--- config.mk ---
export PLATFORM = sky130hd
export DESIGN_NAME = insight_hart_event_serializer
export DESIGN_NICKNAME = d
export VERILOG_FILES = /design/src/rtl/insight_hart_event_serializer.sv
export SDC_FILE = /design/constraint.sdc
export NUM_CORES = 1
export LEC_CHECK = 0
export BUFFER_PORTS_ARGS = -buffer_cell sky130_fd_sc_hd__buf_2
export CAP_MARGIN = 20
export CORE_MARGIN = 2
export CORE_UTILIZATION = 50
export DETAILED_ROUTE_END_ITERATION = 7
export PLACE_DENSITY_LB_ADDON = 0.3
export RECOVER_POWER = 50
export SLEW_MARGIN = 20
export SYNTH_ARGS = -nofsm -noshare
export SYNTH_HDL_FRONTEND = slang
export SYNTH_SLANG_ARGS = --single-unit
--- constraint.sdc ---
create_clock -name clock -period 5.2 [get_ports clock]
set_input_delay 0.78 -clock clock [delete_from_list [all_inputs] [get_ports clock]]
set_output_delay 0.78 -clock clock [all_outputs]
set_load 0.05 [all_outputs]
--- src/rtl/insight_hart_event_serializer.sv ---
// insight_hart_event_serializer
// Purpose : captures WIDTH-bit hart event words into a DEPTH-entry FIFO and
//           serializes each one onto the 1-bit Insight sink as a framed
//           bitstream: start bit 1, then the data bits LSB first.
// Latency : an event pushed at edge N is loaded at edge N+1, and the start bit
//           is valid from N+1 when the serializer was idle and the FIFO empty.
// Backpressure: the bit advances only on out_valid & out_ready, and
//           out_valid/out_sink hold steady while out_ready is low. Event
//           producers are never stalled. Events that arrive while the FIFO is
//           full are dropped and counted.
//
// Ports
//   clock, reset          rising-edge clock, asynchronous active-high reset
//   ev_valid, ev_data     event word strobe and payload
//   enable                0: new events are ignored and not counted as drops
//   clear_overflow        clears overflow and drop_count
//   out_valid, out_ready  Insight valid/ready handshake for the sink bit
//   out_sink              serialized bit
//   busy                  FSM not idle, or FIFO holds words
//   overflow, drop_count  sticky drop flag and saturating drop counter
//
// Build option: define INSIGHT_EVENT_SER_PARITY_EN to append an even-parity bit
// (XOR of the data bits) after the last data bit. The frame is then WIDTH+2
// bits long instead of WIDTH+1.

module insight_hart_event_serializer #(
  parameter int WIDTH = 8,
  parameter int DEPTH = 4,
  parameter int CNT_W = 16
) (
  input  logic             clock,
  input  logic             reset,
  input  logic             ev_valid,
  input  logic [WIDTH-1:0] ev_data,
  input  logic             enable,
  input  logic             clear_overflow,
  output logic             out_valid,
  input  logic             out_ready,
  output logic             out_sink,
  output logic             busy,
  output logic             overflow,
  output logic [CNT_W-1:0] drop_count
);

  localparam int AW = $clog2(DEPTH);
  localparam int IW = $clog2(WIDTH);

  typedef enum logic [1:0] {
    S_IDLE   = 2'd0,
    S_START  = 2'd1,
    S_DATA   = 2'd2,
    S_PARITY = 2'd3
  } state_t;

  // FIFO storage
  logic [WIDTH-1:0] mem [DEPTH];
  logic [AW-1:0]    wr_ptr;
  logic [AW-1:0]    rd_ptr;
  logic [AW:0]      count;
  logic             fifo_empty;
  logic             fifo_full;
  logic [WIDTH-1:0] head;

  // serializer state
  state_t           state;
  logic [WIDTH-1:0] shreg;
  logic [IW-1:0]    bit_idx;

  // handshake and control
  logic             accept;
  logic             last_data;
  logic             frame_done;
  logic             load;
  logic             ev_take;
  logic             push;
  logic             drop;

  assign fifo_empty = (count == '0);
  assign fifo_full  = (count == (AW+1)'(DEPTH));
  assign head       = mem[rd_ptr];

  assign accept    = out_valid & out_ready;
  assign last_data = (state == S_DATA) && (bit_idx == IW'(WIDTH - 1));

`ifdef INSIGHT_EVENT_SER_PARITY_EN
  assign frame_done = accept && (state == S_PARITY);
`else
  assign frame_done = accept && last_data;
`endif

  // A word leaves the FIFO when the serializer is idle, or on the very edge
  // that completes the current frame. Loading on that edge is what makes
  // back-to-back frames contiguous.
  assign load = !fifo_empty && ((state == S_IDLE) || frame_done);

  // A full FIFO still accepts a word on an edge that also pops one, so the
  // occupancy stays at DEPTH and nothing is lost.
  assign ev_take = ev_valid & enable;
  assign push    = ev_take & (!fifo_full | load);
  assign drop    = ev_take & fifo_full & !load;

  assign busy = (state != S_IDLE) || !fifo_empty;

  // ---------------------------------------------------------------- FIFO
  // The storage array needs no reset because the pointers and the count
  // decide which entries are live.
  always_ff @(posedge clock) begin
    if (push) begin
      mem[wr_ptr] <= ev_data;
    end
  end

  // DEPTH is a power of two, so the pointers wrap naturally.
  always_ff @(posedge clock or posedge reset) begin
    if (reset) begin
      wr_ptr <= '0;
      rd_ptr <= '0;
      count  <= '0;
    end else begin
      if (push) begin
        wr_ptr <= wr_ptr + AW'(1);
      end
      if (load) begin
        rd_ptr <= rd_ptr + AW'(1);
      end
      case ({push, load})
        2'b10:   count <= count + (AW+1)'(1);
        2'b01:   count <= count - (AW+1)'(1);
        default: count <= count;
      endcase
    end
  end

  // ---------------------------------------------------------------- FSM
`ifdef INSIGHT_EVENT_SER_PARITY_EN
  logic par_bit;
`endif

  always_ff @(posedge clock or posedge reset) begin
    if (reset) begin
      state     <= S_IDLE;
      out_valid <= 1'b0;
      out_sink  <= 1'b0;
      shreg     <= '0;
      bit_idx   <= '0;
`ifdef INSIGHT_EVENT_SER_PARITY_EN
      par_bit   <= 1'b0;
`endif
    end else begin
      case (state)
        S_IDLE: begin
          if (load) begin
            shreg     <= head;
`ifdef INSIGHT_EVENT_SER_PARITY_EN
            par_bit   <= ^head;
`endif
            state     <= S_START;
            out_valid <= 1'b1;
            out_sink  <= 1'b1;
          end
        end

        S_START: begin
          if (accept) begin
            state    <= S_DATA;
            out_sink <= shreg[0];
            bit_idx  <= '0;
          end
        end

        S_DATA: begin
          if (accept) begin
            if (last_data) begin
`ifdef INSIGHT_EVENT_SER_PARITY_EN
              state    <= S_PARITY;
              out_sink <= par_bit;
`else
              if (load) begin
                shreg    <= head;
                state    <= S_START;
                out_sink <= 1'b1;
              end else begin
                state     <= S_IDLE;
                out_valid <= 1'b0;
                out_sink  <= 1'b0;
              end
`endif
            end else begin
              // shreg[0] is on the wire now, so the next bit is shreg[1].
              shreg    <= shreg >> 1;
              out_sink <= shreg[1];
              bit_idx  <= bit_idx + IW'(1);
            end
          end
        end

`ifdef INSIGHT_EVENT_SER_PARITY_EN
        S_PARITY: begin
          if (accept) begin
            if (load) begin
              shreg     <= head;
              par_bit   <= ^head;
              state     <= S_START;
              out_sink  <= 1'b1;
            end else begin
              state     <= S_IDLE;
              out_valid <= 1'b0;
              out_sink  <= 1'b0;
            end
          end
        end
`endif

        default: begin
          state     <= S_IDLE;
          out_valid <= 1'b0;
          out_sink  <= 1'b0;
        end
      endcase
    end
  end

  // ---------------------------------------------------------------- drops
  // When a clear and a drop land on the same edge, the clear takes priority.
  always_ff @(posedge clock or posedge reset) begin
    if (reset) begin
      overflow   <= 1'b0;
      drop_count <= '0;
    end else if (clear_overflow) begin
      overflow   <= 1'b0;
      drop_count <= '0;
    end else if (drop) begin
      overflow <= 1'b1;
      if (drop_count != {CNT_W{1'b1}}) begin
        drop_count <= drop_count + CNT_W'(1);
      end
    end
  end

endmodule
== After elaboration in Yosys (flattened, before gate mapping) ==
Memories as Yosys holds them, arrays and structs flattened.
Index checks and enable logic that the tools add are counted.

* Bits in latches: 0
* Memory bits (writable): 32
* Word-level logic and storage cells: 91
* Memories kept: 1
* Memory bits (read-only): 0
* Output and inout port bits: 20
* Register bits: 39

{| class="wikitable"
|+ Memory list
! name !! words !! width !! rd ports !! clocked after memory_dff !! write ports !! RTL line !! text
|-
| mem || 4 || 8 || 1 || 0 || 1 || 56 || <nowiki>logic [WIDTH-1:0] mem [DEPTH];</nowiki>
|}

* Bitwise operators: 7
* $add $sub $neg: 6
* Mux-type cells: 32
* Multiply operators: 0
* Div/mod/pow operators: 0
* Shift-type cells: 0
* Magnitude comparators: 0
* Reduce and logical (&&, ||, !) cells: 22
* Eq/ne operators: 13

{| class="wikitable"
|+ Operators by type and width
! kind !! number
|-
| $mux W16 || 3
|-
| $mux W8 || 3
|-
| $add A16 B1 Y16 const B || 1
|-
| $ne A16 B16 Y1 const B || 1
|-
| $pmux W8 S2 || 1
|-
| $mux W1 || 13
|-
| $ne A2 B2 Y1 const B || 6
|-
| $pmux W3 S2 || 2
|-
| $reduce_bool A2 Y1 || 6
|-
| $mux W3 || 3
|-
| $mux W2 || 4
|-
| $reduce_and A4 Y1 || 2
|-
| $add A3 B1 Y3 const B || 2
|-
| $eq A3 B3 Y1 const B || 2
|-
| $pmux W1 S3 || 2
|-
| $pmux W2 S3 || 1
|-
| $and A1 B1 Y1 || 5
|-
| $reduce_and A5 Y1 || 1
|-
| $add A2 B1 Y2 const B || 2
|-
| $eq A2 B1 Y1 const B || 2
|-
| $eq A2 B2 Y1 const B || 2
|-
| $reduce_and A2 Y1 || 2
|-
| $logic_and A1 B1 Y1 || 3
|-
| $logic_not A1 Y1 || 3
|-
| 7 further kinds || 8
|}

== Logic depth before layout (Yosys ltp) ==
* Depth in word-level cells: 9
* Depth in mapped cells: 13

== Worst setup path after synthesis ==
No wires, ideal clock.

* Kind: register -> register
* Start point: reg bit_idx[0]
* End point: reg count[2]
* Setup time: 0.079 ns
* Setup slack: 2.523 ns
* Stages on the path, launching flop included: 14
* Period minus slack after synthesis: 2.677 ns
* Arrival: 2.598 ns
* Path through: dfrtp_1 -> ha_1 -> ha_1 -> nor3b_4 -> o311ai_4 -> nor2b_1 -> clkbuf_1 -> inv_1 -> ha_1 -> inv_1 -> fa_1 -> xor2_1 -> nor2_1 -> xor2_1

* Cells in the longest elaborated chain, start to end: 9

{| class="wikitable"
|+ RTL lines
! element !! RTL line !! text
|-
| start, declared || 67 || <nowiki>logic [IW-1:0] bit_idx;</nowiki>
|-
| start signal, assigned || 192 || <nowiki>bit_idx <= bit_idx + IW'(1);</nowiki>
|-
| $eq A3 B3 Y1 (*) || 83 || <nowiki>assign last_data = (state == S_DATA) && (bit_idx == IW'(WIDTH - 1));</nowiki>
|-
| $logic_and A1 B1 Y1 (*) || 83 ||
|-
| $logic_and A1 B1 Y1 (*) || 88 || <nowiki>assign frame_done = accept && last_data;</nowiki>
|-
| $logic_or A1 B1 Y1 (*) || 94 || <nowiki>assign load = !fifo_empty && ((state == S_IDLE) || frame_done);</nowiki>
|-
| $logic_and A1 B1 Y1 (*) || 94 ||
|-
| $or A1 B1 Y1 || 99 || <nowiki>assign push = ev_take & (!fifo_full | load);</nowiki>
|-
| $and A1 B1 Y1 || 99 ||
|-
| $eq A2 B1 Y1 / $eq A2 B2 Y1 (equally long branches) || 126 || <nowiki>case ({push, load})</nowiki>
|-
| $pmux W3 S2 / $reduce_bool A2 Y1 (equally long branches) || -- ||
|-
| end signal, assigned || 127 || <nowiki>2'b10: count <= count + (AW+1)'(1);</nowiki>
|-
| end signal, assigned || 128 || <nowiki>2'b01: count <= count - (AW+1)'(1);</nowiki>
|-
| end signal, assigned || 129 || <nowiki>default: count <= count;</nowiki>
|-
| end, declared || 59 || <nowiki>logic [AW:0] count;</nowiki>
|}

Every way passes the cells marked *; elsewhere a longest branch is shown, timed or not.
A chain may end at the register's enable or synchronous reset.

== Worst setup path after layout ==
Same ends and word-level chain as after synthesis.

==> run metrics <==
status complete, but fails checks; violated checks max-capacitance violations, max-slew violations; Setup WS pre-CTS between 2 and 2.5 ns; Post-DP Area around 3500 sq um; ys flop type dfrtp_1; initial core utilization 0.520; Netlist cell types 48; Worst Setup Start Kind flip-flop; LEAKAGE around 0.0014 uW; Inserted Diodes 0; footprint of the multi-input gates 1240 sq um; WP buf/inv 2; hold path startpoint shreg[4]$_DFFE_PP0P_; drt total wl 5850 um; Hold Slack roughly 0.50 ns; Iteration-0 DRC Markers 77; dpl cells ~370; first-pass GRT wire length 10200 um; crit path DAT between 3 and 4 ns; Total Routing Usage GR 0.180; fillers between 500 and 600; Final Max Slew Viols 40; setup violators final 0; IO Pins 34; vias per cell around 5.6; slowest CP cell nor3b_1; Synth Instances approximately 280; Die Span X approximately 85 um; r2r startpoint bit_idx[0]$_DFFE_PP0P_; Routed Antenna Nets 0; maximum clock rate roughly 0.31 GHz; R2R depth 12; Sw Share 0.347; Ys Warns 0; clock edge transition at the registers on the reported setup and hold paths around 0.09 ns; Post-Synthesis Cell Area between 3000 and 4000 sq um; slowest stage delay, CP 0.77 ns; Placeable Area ~6300 sq um; Tmin final about 3.3 ns; Max clock buf depth 2; Worst Hold Path EP shreg[3]$_DFFE_PP0P_; layout cells sized above 1 0.166; DIE AREA just over 7000 sq um; largest delay contributor family on the critical path simple AND/OR/NAND/NOR gates; Resized cells post-CTS 0; fin area ~3700 sq um; Final Net Count ~330; Peak VDD IR 0.293 mV; max_slew headroom -0.409; setup_tns 0 ns; register-to-register setup slack 1.93 ns; power per cell area between 400 and 500 nW/um^2; H-tree levels 3; TritonCTS buffer count 9; final worst-path setup slack 1.93 ns; syn avg cell area 12.0 sq um; worst clock skew around 0.011 ns; initial antenna violation count 0; endpoints failing hold 0; DPL Wire Length between 3000 and 4000 um; 1st-pass router iterations 4; Worst Tran Pin Value approximately 2.1 ns; Flop pwr share 0.463; Combinational Power Share 0.288; post-synthesis sequential area ratio 0.587; hold depth 2; worst r2r dst count[2]$_DFFE_PP0P_; Pint between 1000 and 1500 uW; Max Cap Viol 1; via count between 2000 and 2500; Die Ht 85.3 um; ys async rst share 0.549; largest net degree at the start of global routing 40; postcts setup bufs 0; CTS Sinks 71; Period Utilization, post-route 0.628; Clock Power Share 0.249; DR WL/cell roughly 15 um; WP data required ~5.5 ns; layout overhead on the synthesized area 12.0%; Layout Cells excl Fill between 300 and 400; cts hold-fix bufs 0; Clock Tree Root clkbuf_8; RePlAce Congestion about 0.83; Sw Pwr approximately 620 uW; number of global-route vias before repair roughly 2100; Net Count, Synth 298; CP max FO 8; Post-route DRC 0; GRT overflow 0; buffers added on ports 33; Synth Register Bits between 70 and 80; RSZ-0062 raised after global routing false; CP most frequent cell ha_1; critical path endpoint category flip-flop; std cell rows 29; Worst Setup Path Type flip-flop to flip-flop; Hold Path Class flip-flop to flip-flop; number of flops mapped to enable cells by yosys 32; register area around 1900 sq um; crit-path cells ha_1, ha_1, nor3b_1, o311ai_4, nor2b_1, inv_1, ha_1, inv_1, fa_1, xor2_1, nor2_1, xor2_1; CTS tree yes; Clk Latency, worst-skew pair between 0.3 and 0.4 ns
[layer usage]
metal,global-route usage,vias to the layer above,part of all wire
li1,-,1074,-
met1,0.252,1074,0.48
met2,0.276,41,0.47
met3,0.0389,9,0.034
met4,0.0736,0,0.016
met5,0,-,0
[synthesized netlist by cell type (2+ instances only)]
cell | n | share of area
a21oi_1 | 16 | 0.024
a22oi_1 | 2 | 0.0045
a31oi_1 | 3 | 0.0057
and2_1 | 6 | 0.011
buf_1 | 2 | 0.0023
buf_2 | 4 | 0.0061
clkbuf_1 | 6 | 0.0068
dfrtp_1 | 39 | 0.30
edfxtp_1 | 32 | 0.29
ha_1 | 8 | 0.030
inv_1 | 15 | 0.017
mux2i_1 | 6 | 0.018
mux4_2 | 8 | 0.055
nand2_1 | 25 | 0.028
nand3_1 | 7 | 0.011
nand3b_1 | 2 | 0.0045
nand4_1 | 4 | 0.0076
nor2_1 | 21 | 0.024
nor2b_1 | 3 | 0.0057
nor3_1 | 4 | 0.0061
nor4_1 | 2 | 0.0038
o21ai_0 | 19 | 0.029
o22ai_1 | 2 | 0.0038
o31ai_1 | 2 | 0.0045
or3_1 | 7 | 0.013
or4_1 | 2 | 0.0045
xnor2_1 | 5 | 0.013
xor2_1 | 3 | 0.0080
[power groups by stage]
stage | logic, uW | registers, uW | clock network [uW]
after floorplan | 469 | 789 | 0
after global placement | 510 | 842 | 0
after detailed placement | 531 | 845 | 0
after CTS | 533 | 835 | 458
after global routing | 585 | 851 | 484
final | 518 | 832 | 448
[sequential cells by signal, indices dropped and copies added, names as in the netlist]
register / count
bit_idx: 3
drop_count: 16
state: 2
out_sink: 1
mem: 32
overflow: 1
wr_ptr: 2
out_valid: 1
rd_ptr: 2
shreg: 8
count: 3
[final cells by class]
class,count,share of cell area
clock buffer,9,0.0335
clock inverter,7,0.0217
inverter,15,0.0152
multi-input combinational,176,0.336
sequential,71,0.524
tap,77,0.0261
timing repair buffer,35,0.0440
[through the flow]
| step | utilization | total power [uW] |
|---|---|---|
| final | 0.582 | 1800 |
| after global routing | 0.582 | 1920 |
| after CTS | 0.587 | 1830 |
| after detailed placement | 0.555 | 1380 |
| after global placement | 0.555 | 1350 |
| after floorplan | - | 1260 |
[worst reg2reg max path, delay by kind of cell (launching register included)]
family / cells / cell delay, ns
AND/OR/NAND/NOR: 3 / 1.13
AO/OA/AOI/OAI: 1 / 0.21
XOR/XNOR: 2 / 0.32
adder cells (fa/ha/maj): 4 / 1.00
buffers and inverters: 2 / 0.14
flip-flops: 1 / 0.40
[cells by family after synthesis]
family          synth area share
compound gates             0.106
xor+xnor                  0.0212
buf+inv                   0.0356
mux                       0.0762
fa+ha+maj                 0.0364
simple gates               0.138
flops                      0.587
[cells in the final DEF (no fill, tap or decap), types with 9 or more instances in the layout]
cell,n
dfrtp_1,39
edfxtp_1,32
nand2_1,25
buf_2,22
nor2_1,21
o21ai_0,19
a21oi_1,16
inv_1,15
clkbuf_1,12
clkbuf_8,9
[worst max-delay path by stage]
stage / slack, ns / startpoint / cells past startpoint / to
floorplan: 2.52 / bit_idx[0]$_DFFE_PP0P_ / 13 / count[2]$_DFFE_PP0P_
global placement: 2.48 / bit_idx[0]$_DFFE_PP0P_ / 12 / count[2]$_DFFE_PP0P_
detailed placement: 2.36 / bit_idx[0]$_DFFE_PP0P_ / 12 / count[2]$_DFFE_PP0P_
CTS: 2.33 / bit_idx[0]$_DFFE_PP0P_ / 12 / count[2]$_DFFE_PP0P_
global route: 1.64 / bit_idx[0]$_DFFE_PP0P_ / 12 / count[2]$_DFFE_PP0P_
finish: 1.93 / bit_idx[0]$_DFFE_PP0P_ / 12 / count[2]$_DFFE_PP0P_
(Power assumes the default switching activity.)
